<file path="config.mk">
export PLATFORM = sky130hd
export DESIGN_NAME = vga_timing_gen_flat
export DESIGN_NICKNAME = d
export VERILOG_FILES = /design/src/rtl/vga_pkg.sv /design/src/rtl/vga_timing_gen_if.sv /design/src/rtl/vga_axis_counter.sv /design/src/rtl/vga_timing_gen.sv /design/src/flat_wrapper.sv
export SDC_FILE = /design/constraint.sdc
export NUM_CORES = 1
export LEC_CHECK = 0
export ABC_CLOCK_PERIOD_IN_PS = 2050
export BUFFER_PORTS_ARGS = -buffer_cell sky130_fd_sc_hd__buf_2
export CAP_MARGIN = 20
export CORE_MARGIN = 2
export CORE_UTILIZATION = 48
export CTS_CLUSTER_SIZE = 30
export DETAILED_ROUTE_END_ITERATION = 12
export MAX_ROUTING_LAYER = met4
export PLACE_DENSITY = 0.86
export SLEW_MARGIN = 10
export SYNTH_ARGS = -nofsm -noshare
export SYNTH_HDL_FRONTEND = slang
export SYNTH_SLANG_ARGS = --single-unit
</file>
<file path="constraint.sdc">
create_clock -name clock -period 2.05 [get_ports clock]
set_clock_uncertainty 0.1 [all_clocks]
set_input_delay 0.41 -clock clock [delete_from_list [all_inputs] [get_ports clock]]
set_output_delay 0.41 -clock clock [all_outputs]
set_load 0.02 [all_outputs]
</file>
<file path="src/rtl/vga_pkg.sv">
// Shared timing constants for the VGA raster generator: the default
// 640x480@60 mode, an alternate 800x600@72 mode, and small helpers used
// to derive totals and validate counter widths at elaboration.
package vga_pkg;

   localparam int DEF_COORD_W  = 11;
   localparam int DEF_COLOUR_W = 8;

   // 640x480@60, 25 MHz pixel clock, 800x525 totals, both syncs active-low
   localparam int VGA640_H_ACTIVE = 640;
   localparam int VGA640_H_FRONT  = 16;
   localparam int VGA640_H_SYNC   = 96;
   localparam int VGA640_H_BACK   = 48;
   localparam int VGA640_V_ACTIVE = 480;
   localparam int VGA640_V_FRONT  = 10;
   localparam int VGA640_V_SYNC   = 2;
   localparam int VGA640_V_BACK   = 33;
   localparam bit VGA640_H_POL    = 1'b0;
   localparam bit VGA640_V_POL    = 1'b0;

   // 800x600@72, 50 MHz pixel clock, 1040x666 totals, both syncs active-high
   localparam int VGA800_H_ACTIVE = 800;
   localparam int VGA800_H_FRONT  = 56;
   localparam int VGA800_H_SYNC   = 120;
   localparam int VGA800_H_BACK   = 64;
   localparam int VGA800_V_ACTIVE = 600;
   localparam int VGA800_V_FRONT  = 37;
   localparam int VGA800_V_SYNC   = 6;
   localparam int VGA800_V_BACK   = 23;
   localparam bit VGA800_H_POL    = 1'b1;
   localparam bit VGA800_V_POL    = 1'b1;

   // Positions per line (or lines per frame) for one axis
   function automatic int axis_total(input int act, input int front, input int sync, input int back);
      return act + front + sync + back;
   endfunction

   // True when a counter of width w can reach every position 0..total-1
   function automatic bit coord_fits(input int total, input int w);
      return total <= (1 << w);
   endfunction

endpackage

</file>
<file path="src/rtl/vga_timing_gen_if.sv">
// Pixel-source and DAC-side signals of the raster generator. The generator
// side (master) receives colour and drives coordinates, strobes and pins.
interface vga_timing_gen_if
   import vga_pkg::*;
#(
   parameter int COLOUR_W = DEF_COLOUR_W,
   parameter int COORD_W  = DEF_COORD_W
);
   logic [COLOUR_W-1:0] colour_R;
   logic [COLOUR_W-1:0] colour_G;
   logic [COLOUR_W-1:0] colour_B;
   logic [COORD_W-1:0]  x_pos;
   logic [COORD_W-1:0]  y_pos;
   logic                active;
   logic                line_start;
   logic                frame_start;
   logic                vga_hsync;
   logic                vga_vsync;
   logic                vga_blank_n;
   logic [COLOUR_W-1:0] R;
   logic [COLOUR_W-1:0] G;
   logic [COLOUR_W-1:0] B;

   modport master (
      input  colour_R, colour_G, colour_B,
      output x_pos, y_pos, active, line_start, frame_start,
      output vga_hsync, vga_vsync, vga_blank_n, R, G, B
   );

   modport slave (
      output colour_R, colour_G, colour_B,
      input  x_pos, y_pos, active, line_start, frame_start,
      input  vga_hsync, vga_vsync, vga_blank_n, R, G, B
   );
endinterface

</file>
<file path="src/rtl/vga_axis_counter.sv">
// One raster axis: a 0..TOTAL-1 position counter laid out as
// active, front porch, sync, back porch, with region flags and a wrap strobe.
module vga_axis_counter
   import vga_pkg::*;
#(
   parameter int ACTIVE = VGA640_H_ACTIVE,
   parameter int FRONT  = VGA640_H_FRONT,
   parameter int SYNC   = VGA640_H_SYNC,
   parameter int BACK   = VGA640_H_BACK,
   parameter int CW     = DEF_COORD_W
) (
   input  logic          clock,
   input  logic          reset,
   input  logic          advance,
   output logic [CW-1:0] count,
   output logic          in_active,
   output logic          in_sync,
   output logic          wrap
);

   localparam int TOTAL = axis_total(ACTIVE, FRONT, SYNC, BACK);
   localparam logic [CW-1:0] LAST       = CW'(TOTAL - 1);
   localparam logic [CW-1:0] ACT_END    = CW'(ACTIVE);
   localparam logic [CW-1:0] SYNC_START = CW'(ACTIVE + FRONT);
   localparam logic [CW-1:0] SYNC_END   = CW'(ACTIVE + FRONT + SYNC);

   generate
      if (ACTIVE < 1 || FRONT < 1 || SYNC < 1 || BACK < 1) begin : g_bad_timing
         $error("vga_axis_counter: every active/porch/sync length must be at least 1");
      end
      if (!coord_fits(TOTAL, CW)) begin : g_bad_width
         $error("vga_axis_counter: counter width too small for axis total");
      end
   endgenerate

   logic at_last;

   assign at_last   = (count == LAST);
   assign wrap      = advance && at_last;
   assign in_active = (count < ACT_END);
   assign in_sync   = (count >= SYNC_START) && (count < SYNC_END);

   // Position counter: reset wins, otherwise step or wrap on each advance
   always_ff @(posedge clock) begin
      if (reset) begin
         count <= '0;
      end else if (advance) begin
         if (at_last) begin
            count <= '0;
         end else begin
            count <= count + CW'(1);
         end
      end else begin
         count <= count;
      end
   end

endmodule

</file>
<file path="src/rtl/vga_timing_gen.sv">
// Parametrised VGA raster generator. Two axis counters produce the current
// coordinate and sync regions; a single pixel-enabled register stage puts
// colour, blank and syncs on the DAC pins together, one pixel after the
// coordinate is exported.
module vga_timing_gen
   import vga_pkg::*;
#(
   parameter int H_ACTIVE   = VGA640_H_ACTIVE,
   parameter int H_FRONT    = VGA640_H_FRONT,
   parameter int H_SYNC     = VGA640_H_SYNC,
   parameter int H_BACK     = VGA640_H_BACK,
   parameter int V_ACTIVE   = VGA640_V_ACTIVE,
   parameter int V_FRONT    = VGA640_V_FRONT,
   parameter int V_SYNC     = VGA640_V_SYNC,
   parameter int V_BACK     = VGA640_V_BACK,
   parameter bit H_SYNC_POL = VGA640_H_POL,
   parameter bit V_SYNC_POL = VGA640_V_POL,
   parameter int COLOUR_W   = DEF_COLOUR_W,
   parameter int COORD_W    = DEF_COORD_W
) (
   input  logic clock,
   input  logic reset,
   input  logic pix_ce,
   vga_timing_gen_if.master bus
);

   localparam int H_TOTAL = axis_total(H_ACTIVE, H_FRONT, H_SYNC, H_BACK);
   localparam int V_TOTAL = axis_total(V_ACTIVE, V_FRONT, V_SYNC, V_BACK);

   generate
      if (!coord_fits(H_TOTAL, COORD_W) || !coord_fits(V_TOTAL, COORD_W)) begin : g_coord_check
         $error("vga_timing_gen: COORD_W cannot hold max(H_TOTAL, V_TOTAL)");
      end
   endgenerate

   logic [COORD_W-1:0] h_count;
   logic [COORD_W-1:0] v_count;
   logic               h_active;
   logic               h_sync;
   logic               h_wrap;
   logic               v_active;
   logic               v_sync;
   logic               pix_active;

   // Horizontal axis steps once per enabled pixel
   vga_axis_counter #(
      .ACTIVE(H_ACTIVE), .FRONT(H_FRONT), .SYNC(H_SYNC), .BACK(H_BACK), .CW(COORD_W)
   ) u_h_axis (
      .clock     (clock),
      .reset     (reset),
      .advance   (pix_ce),
      .count     (h_count),
      .in_active (h_active),
      .in_sync   (h_sync),
      .wrap      (h_wrap)
   );

   // Vertical axis steps only on the line wrap, so vsync is line-granular
   vga_axis_counter #(
      .ACTIVE(V_ACTIVE), .FRONT(V_FRONT), .SYNC(V_SYNC), .BACK(V_BACK), .CW(COORD_W)
   ) u_v_axis (
      .clock     (clock),
      .reset     (reset),
      .advance   (h_wrap),
      .count     (v_count),
      .in_active (v_active),
      .in_sync   (v_sync),
      .wrap      ()
   );

   assign pix_active      = h_active && v_active;
   assign bus.x_pos       = h_count;
   assign bus.y_pos       = v_count;
   assign bus.active      = pix_active;
   assign bus.line_start  = pix_ce && (h_count == '0);
   assign bus.frame_start = pix_ce && (h_count == '0) && (v_count == '0);

   // DAC boundary register: sync, blank and colour advance together per pixel
   always_ff @(posedge clock) begin
      if (reset) begin
         bus.vga_hsync   <= ~H_SYNC_POL;
         bus.vga_vsync   <= ~V_SYNC_POL;
         bus.vga_blank_n <= 1'b0;
         bus.R           <= '0;
         bus.G           <= '0;
         bus.B           <= '0;
      end else if (pix_ce) begin
         bus.vga_hsync   <= h_sync ? H_SYNC_POL : ~H_SYNC_POL;
         bus.vga_vsync   <= v_sync ? V_SYNC_POL : ~V_SYNC_POL;
         bus.vga_blank_n <= pix_active;
         bus.R           <= pix_active ? bus.colour_R : '0;
         bus.G           <= pix_active ? bus.colour_G : '0;
         bus.B           <= pix_active ? bus.colour_B : '0;
      end else begin
         bus.vga_hsync   <= bus.vga_hsync;
         bus.vga_vsync   <= bus.vga_vsync;
         bus.vga_blank_n <= bus.vga_blank_n;
         bus.R           <= bus.R;
         bus.G           <= bus.G;
         bus.B           <= bus.B;
      end
   end

endmodule

</file>
<file path="src/flat_wrapper.sv">
// flat-port wrapper written by rule: the top's interface ports become plain ports
module vga_timing_gen_flat import vga_pkg::*;
#(
   parameter int H_ACTIVE   = VGA640_H_ACTIVE,
   parameter int H_FRONT    = VGA640_H_FRONT,
   parameter int H_SYNC     = VGA640_H_SYNC,
   parameter int H_BACK     = VGA640_H_BACK,
   parameter int V_ACTIVE   = VGA640_V_ACTIVE,
   parameter int V_FRONT    = VGA640_V_FRONT,
   parameter int V_SYNC     = VGA640_V_SYNC,
   parameter int V_BACK     = VGA640_V_BACK,
   parameter bit H_SYNC_POL = VGA640_H_POL,
   parameter bit V_SYNC_POL = VGA640_V_POL,
   parameter int COLOUR_W   = DEF_COLOUR_W,
   parameter int COORD_W    = DEF_COORD_W
)
  (clock, reset, pix_ce, bus_colour_R, bus_colour_G, bus_colour_B, bus_x_pos, bus_y_pos, bus_active, bus_line_start, bus_frame_start, bus_vga_hsync, bus_vga_vsync, bus_vga_blank_n, bus_R, bus_G, bus_B);
  vga_timing_gen_if #(.COLOUR_W(COLOUR_W), .COORD_W(COORD_W)) bus_i ();
  input  logic clock;
  input  logic reset;
  input  logic pix_ce;
  input wire logic [$bits(bus_i.colour_R)-1:0] bus_colour_R;
  input wire logic [$bits(bus_i.colour_G)-1:0] bus_colour_G;
  input wire logic [$bits(bus_i.colour_B)-1:0] bus_colour_B;
  output wire logic [$bits(bus_i.x_pos)-1:0] bus_x_pos;
  output wire logic [$bits(bus_i.y_pos)-1:0] bus_y_pos;
  output wire logic [$bits(bus_i.active)-1:0] bus_active;
  output wire logic [$bits(bus_i.line_start)-1:0] bus_line_start;
  output wire logic [$bits(bus_i.frame_start)-1:0] bus_frame_start;
  output wire logic [$bits(bus_i.vga_hsync)-1:0] bus_vga_hsync;
  output wire logic [$bits(bus_i.vga_vsync)-1:0] bus_vga_vsync;
  output wire logic [$bits(bus_i.vga_blank_n)-1:0] bus_vga_blank_n;
  output wire logic [$bits(bus_i.R)-1:0] bus_R;
  output wire logic [$bits(bus_i.G)-1:0] bus_G;
  output wire logic [$bits(bus_i.B)-1:0] bus_B;
  assign bus_i.colour_R = bus_colour_R;
  assign bus_i.colour_G = bus_colour_G;
  assign bus_i.colour_B = bus_colour_B;
  assign bus_x_pos = bus_i.x_pos;
  assign bus_y_pos = bus_i.y_pos;
  assign bus_active = bus_i.active;
  assign bus_line_start = bus_i.line_start;
  assign bus_frame_start = bus_i.frame_start;
  assign bus_vga_hsync = bus_i.vga_hsync;
  assign bus_vga_vsync = bus_i.vga_vsync;
  assign bus_vga_blank_n = bus_i.vga_blank_n;
  assign bus_R = bus_i.R;
  assign bus_G = bus_i.G;
  assign bus_B = bus_i.B;
  vga_timing_gen #(.H_ACTIVE(H_ACTIVE), .H_FRONT(H_FRONT), .H_SYNC(H_SYNC), .H_BACK(H_BACK), .V_ACTIVE(V_ACTIVE), .V_FRONT(V_FRONT), .V_SYNC(V_SYNC), .V_BACK(V_BACK), .H_SYNC_POL(H_SYNC_POL), .V_SYNC_POL(V_SYNC_POL), .COLOUR_W(COLOUR_W), .COORD_W(COORD_W)) u_core (.clock(clock), .reset(reset), .pix_ce(pix_ce), .bus(bus_i));
endmodule
</file>
==> results of run 1 <==
-- power by group through the flow --
stage / Clock (W) / Combinational [W] / Sequential (W)
detailed placement: 0 / 0.000203 / 0.00103
finish: 0.000810 / 0.000207 / 0.00101
global placement: 0 / 0.000197 / 0.00103
CTS: 0.000819 / 0.000207 / 0.00101
global route: 0.000862 / 0.000223 / 0.00102
floorplan: 0 / 0.0000821 / 0.00107
-- critical path, stage by stage, from the launching register on --
cell and delay, ps:
dfxtp_2 360, nor4_2 260, and4_1 240, and4_1 190, buf_2 170
-- what timing repair did --
item / in CTS / in global routing
buffers inserted: 2 / 2
hold buffers: 0 / 0
setup endpoints to repair: 1 / 27
pin swaps: 2 / 1
resized for setup: 6 / 5
-- state kept, by name (all words and copies together), names as in the netlist --
register / cells
u_core.u_h_axis.count: 11
u_core.u_v_axis.count: 11
u_core.bus.B: 8
u_core.bus.G: 8
u_core.bus.R: 8
u_core.bus.vga_blank_n: 1
u_core.bus.vga_hsync: 1
u_core.bus.vga_vsync: 1
-- routing by layer --
metal	track usage, %	share of wire (%)	up-vias
met5	-	0	-
met4	6.41	1.0	0
met3	6.78	6.5	6
met2	34.1	50	64
met1	27.0	43	891
li1	-	-	956
-- how the worst min path moves through the flow --
| stage | to | cells past startpoint | slack (ps) | from |
|---|---|---|---|---|
| floorplan | u_core.bus.B[3]$_SDFFE_PP0P_ | 1 | 440 | bus_colour_B[3] |
| global placement | u_core.bus.G[0]$_SDFFE_PP0P_ | 1 | 350 | u_core.bus.G[0]$_SDFFE_PP0P_ |
| detailed placement | u_core.bus.R[0]$_SDFFE_PP0P_ | 1 | 350 | u_core.bus.R[0]$_SDFFE_PP0P_ |
| CTS | u_core.bus.R[1]$_SDFFE_PP0P_ | 2 | 200 | bus_colour_R[1] |
| global route | u_core.bus.R[2]$_SDFFE_PP0P_ | 2 | 200 | bus_colour_R[2] |
| finish | u_core.bus.R[6]$_SDFFE_PP0P_ | 2 | 210 | bus_colour_R[6] |
-- Yosys cell counts (4+ instances only) --
master | number | area share [%]
nand2_1 | 7 | 1.3
or4b_1 | 4 | 1.9
nor4_1 | 4 | 1.2
a22o_1 | 24 | 10
and4_1 | 5 | 2.1
clkbuf_1 | 4 | 0.72
ha_1 | 4 | 2.4
inv_1 | 4 | 0.72
a21oi_1 | 9 | 2.2
dfxtp_1 | 49 | 47
nor3_1 | 10 | 2.4
buf_2 | 4 | 0.96
o21ai_0 | 6 | 1.4
xor2_1 | 7 | 2.9
nand3_1 | 15 | 3.6
nand4_1 | 5 | 1.5
nor2_1 | 5 | 0.90
-- cell families after synthesis --
family / Yosys count / synth area share [%]
compound gates: 48 / 16.8
mux: 1 / 0.478
xor+xnor: 10 / 4.19
fa+ha+maj: 4 / 2.39
flops: 49 / 46.9
buf+inv: 18 / 4.96
simple gates: 79 / 24.3
-- per-stage QoR --
stage | instances | instance area [um2] | setup TNS [ps]
2_1_floorplan | 209 | 2090 | 0
3_3_place_gp | 333 | 2520 | 0
3_5_place_dp | 333 | 2520 | 0
4_1_cts | 343 | 2680 | 0
5_1_grt | 345 | 2710 | -56.7
6_report | 345 | 2710 | 0
-- area by class of cell --
cell class	count	area, um2
Inverter	4	15.0
Tap cell	52	65.1
Clock buffer	5	68.8
Multi-Input combinational cell	142	1030
Timing Repair Buffer	90	480
Fill cell	358	1550
Clock inverter	3	65.1
Sequential cell	49	988
==> impl_metrics.yaml, run 1 <==
min_path:
  hp-class: "primary input to flip-flop"
synth:
  yosys_most_used_dff: "dfxtp_1"
  yosysWarningCount: 0
  syn_avg_cell_area_um2: 10.0
  ys_types: 46
  synth_edf_count: 0
  syn-instance-count: 209
  yosys_register_bits: 49
  synth_area_mm2: 0.00209
  ys_seq_area_share_pct: 46.9
  async_flop_share_pct: 0
  syn_nets: 240
sta:
  clock.fmax_ghz: 0.489
  min_period_over_period_pct: 99.7
  rsz0062_at_grt: "true"
  timing.hold.ws_ps: 208
  hold_viol_final: 0
  slew_headroom_pct: 71.1
  finalSetupViolCount: 0
  fin_ws_ps: 6.89
  finalMaxSlewViolations: 0
  finalCriticalPeriod_ps: 2040
  tightestPinTransition_ps: 433
global_route:
  grt-ovfl-total: 0
  groute.usage.overall_pct: 21.7
  grt_pass1_vias: 1729
  grt_pass1_wl_mm: 8.28
  antenna_found_initial: 0
  grt_max_degree: 29
setup_path:
  r2r-end: "u_core.u_v_axis.count[10]$_SDFFE_PP0P_"
  setup.worst_path.start_class: "flip-flop"
  critical_path.endpoint: "bus_frame_start"
  setup.worst_path.start: "u_core.u_h_axis.count[2]$_SDFFE_PP0P_"
  cp_max_fo: 6
  worstSetupPathType: "flip-flop to output port"
  cp-end-kind: "output port"
  cp.required_ps: 1540
  regToRegStartpoint: "u_core.u_h_axis.count[0]$_SDFFE_PP0P_"
  worst_ep_arrival_time_ps: 1530
  timing.reg2reg.setup_slack_ps: 160
  r2r.worst_path.cells: 5
power_and_ir_drop:
  intPower_w: 0.00156
  power_density_mw_per_mm2: 748
  total_power_w: 0.00203
  switchingPower_w: 0.000468
  peakVddDrop_mv: 0.481
  p_leak_nw: 1.22
  switching_share_pct: 23.1
  p_comb_share_pct: 10.2
  seq_power_share_pct: 49.9
  clockPowerShare_pct: 39.9
routing:
  drcViolationCount: 0
  via_count: 1917
  avgViaCountPerCell: 5.56
  drt-total-wl_mm: 5.19
  ant_nets: 0
  initialDrtViolationCount: 128
  wl_per_cell_um: 15.0
  first_pass_iters: 4
clock_tree:
  clk_pin_slew_ps: 100
  cts_buffer_depth: 2
  htreeDepth: 2
  cts_sinks: 49
  root_buffer: "clkbuf_8"
  clk_latency_ps: 310
  cts_buffers: 5
  cts_tree: "yes"
floorplan:
  start_util_pct: 49.1
  rows: 24
  die_h_um: 70.0
  io_pins: 79
  fp.coreArea_mm2: 0.00426
  die-area_mm2: 0.00490
  die_w_um: 70.0
run:
  maxCapViolCount: 0
layout:
  final_nets: 323
  antenna_cells: 0
  mostFrequentLayoutCells: "buf_2 (78), dfxtp_1 (43), a22o_1 (24)"
  synthToLayoutAreaGrowth_pct: 29.6
  drive_gt1_share_pct: 39.9
  final_util_pct: 63.6
  final_common_cell: "buf_2"
placed_design:
  io_buffers: 78
  dp_hpwl_mm: 3.55
  place_congestion: 0.837
  pre_cts_ws_ps: 151
status:
  outcome: "completed"
(Power assumes the default switching activity.)
==> run 2, diff against run 1 <==
- BUFFER_PORTS_ARGS: -buffer_cell sky130_fd_sc_hd__buf_2 -> -buffer_cell sky130_fd_sc_hd__buf_4
==> run 2 against run 1 <==
Against the previous run:
- the flow now finishes with violations (negative setup slack)
- hold slack improved by 7.8 ps
- final cell count fell by 0.29%
- non-clock buffer count fell by 1
- power fell by 9.5%
- sequential power barely moved
- critical path depth did not move
- highest routed layer unchanged
==> impl_metrics.yaml, run 2 (synthesis gave the netlist of run 1 again) <==
status:
  outcome: "finished with violations"
  violations: "negative setup slack"
placed_design:
  pre_cts_ws_ps: 68.0
  dp_hpwl_mm: 3.88
  place_congestion: 0.779
  io_buffers: 78
  placed_cell_area_mm2: 0.00273
setup_path:
  cp.required_ps: 1540
  worst_ep_arrival_time_ps: 1550
  setup.worst_path.start_class: "flip-flop"
  worstSetupPathType: "flip-flop to output port"
  cp_max_fo: 6
  cp-end-kind: "output port"
layout:
  multi_input_area_mm2: 0.00102
  ff_latch_area_um2: 986
  synthToLayoutAreaGrowth_pct: 35.9
  fill_cells: 361
  final_common_cell: "buf_4"
  antenna_cells: 0
  stdcell_area_mm2: 0.00284
  drive_gt1_share_pct: 38.4
  final_nets: 322
  final_util_pct: 66.7
  mostFrequentLayoutCells: "buf_4 (89), dfxtp_1 (45), a22o_1 (24)"
  reg_top3: "u_core.u_h_axis.count: 11 flops, u_core.u_v_axis.count: 11 flops"
floorplan:
  die-area_mm2: 0.00490
  fp.coreArea_mm2: 0.00426
  io_pins: 79
  die_h_um: 70.0
  start_util_pct: 49.1
  die_w_um: 70.0
  rows: 24
routing:
  via_count: 1981
  avgViaCountPerCell: 5.76
  ant_nets: 0
  drcViolationCount: 0
  first_pass_iters: 4
  drt-total-wl_mm: 5.45
  wl_per_cell_um: 15.8
  initialDrtViolationCount: 101
run:
  maxCapViolCount: 0
clock_tree:
  cts_hold_buf: 0
  root_buffer: "clkbuf_8"
  cts_buffers: 5
  cts_buffer_depth: 2
  cts_sinks: 49
  clk_latency_ps: 310
  clk_pin_slew_ps: 90
  cts_tree: "yes"
  htreeDepth: 2
global_route:
  grt-ovfl-total: 0
  grt_pass1_wl_mm: 8.67
  grt_pass1_vias: 1801
  grt_max_degree: 28
  groute.usage.overall_pct: 22.5
  antenna_found_initial: 0
sta:
  slew_headroom_pct: 47.9
  finalSetupViolCount: 1
  fin_ws_ps: -11.1
  hold_viol_final: 0
  rsz0062_at_grt: "true"
  clock.fmax_ghz: 0.485
  min_period_over_period_pct: 101
  tightestPinTransition_ps: 779
  finalCriticalPeriod_ps: 2060
  finalMaxSlewViolations: 0
power_and_ir_drop:
  peakVddDrop_mv: 0.471
  power_density_mw_per_mm2: 646
  p_leak_nw: 1.22
min_path:
  hp-class: "primary input to flip-flop"
## run 2: per-layer routing
| metal | wire length, um | up-vias | GRT usage (%) | part of all wire, % |
|---|---|---|---|---|
| li1 | - | 954 | - | - |
| met2 | 2750 | 65 | 34.4 | 50 |
| met5 | 0 | - | - | 0 |
| met1 | 2260 | 946 | 28.0 | 41 |
| met3 | 317 | 16 | 4.91 | 5.8 |
| met4 | 127 | 0 | 11.3 | 2.3 |
## run 2: worst paths after layout
| check | start | endpoint | slack (ps) | depth (start not counted) |
|---|---|---|---|---|
| setup / recovery | u_core.u_h_axis.count[2]$_SDFFE_PP0P_ | bus_frame_start | -10 | 4 |
| hold / removal | bus_colour_G[1] | u_core.bus.G[1]$_SDFFE_PP0P_ | 220 | 2 |
| setup reg to reg | u_core.u_h_axis.count[9]$_SDFFE_PP0P_ | u_core.u_v_axis.count[10]$_SDFFE_PP0P_ | 140 | 4 |
| hold reg to reg | u_core.bus.R[0]$_SDFFE_PP0P_ | u_core.bus.R[0]$_SDFFE_PP0P_ | 380 | 1 |
## run 2: timing repair
action / in CTS / in global routing
resized for setup: 4 / 3
buffers inserted: 1 / 0
pin swaps: 2 / 0
setup endpoints to repair: 1 / 27
## run 2: area by class of cell
cell class / instances / share of cell area [%]
timing repair buffer: 89 / 23.5
multi-input combinational: 142 / 35.9
clock inverter: 3 / 0.748
clock buffer: 5 / 2.42
inverter: 4 / 0.528
sequential: 49 / 34.7
tap: 52 / 2.29
## run 2: worst max-delay path, cell delays in order, from the launching register on
cell and delay, ps:
dfxtp_1 380, nor4_2 290, and4_1 240, and4_1 200
buf_4 150
## run 2: per-stage QoR
step	instances	power [W]	TNS, ps	hold WS (ps)
finish	344	0.00184	-11.1	215
detailed placement	335	0.00127	0	359
CTS	344	0.00185	0	209
floorplan	209	0.00116	0	443
global route	344	0.00190	-104	211
global placement	335	0.00127	0	357
## run 2: power by group
group | internal (W) | switching, W
Combinational | 0.000121 | 0.000120
Sequential | 0.000988 | 0.0000253
Clock | 0.000243 | 0.000339
Total | 0.00135 | 0.000485
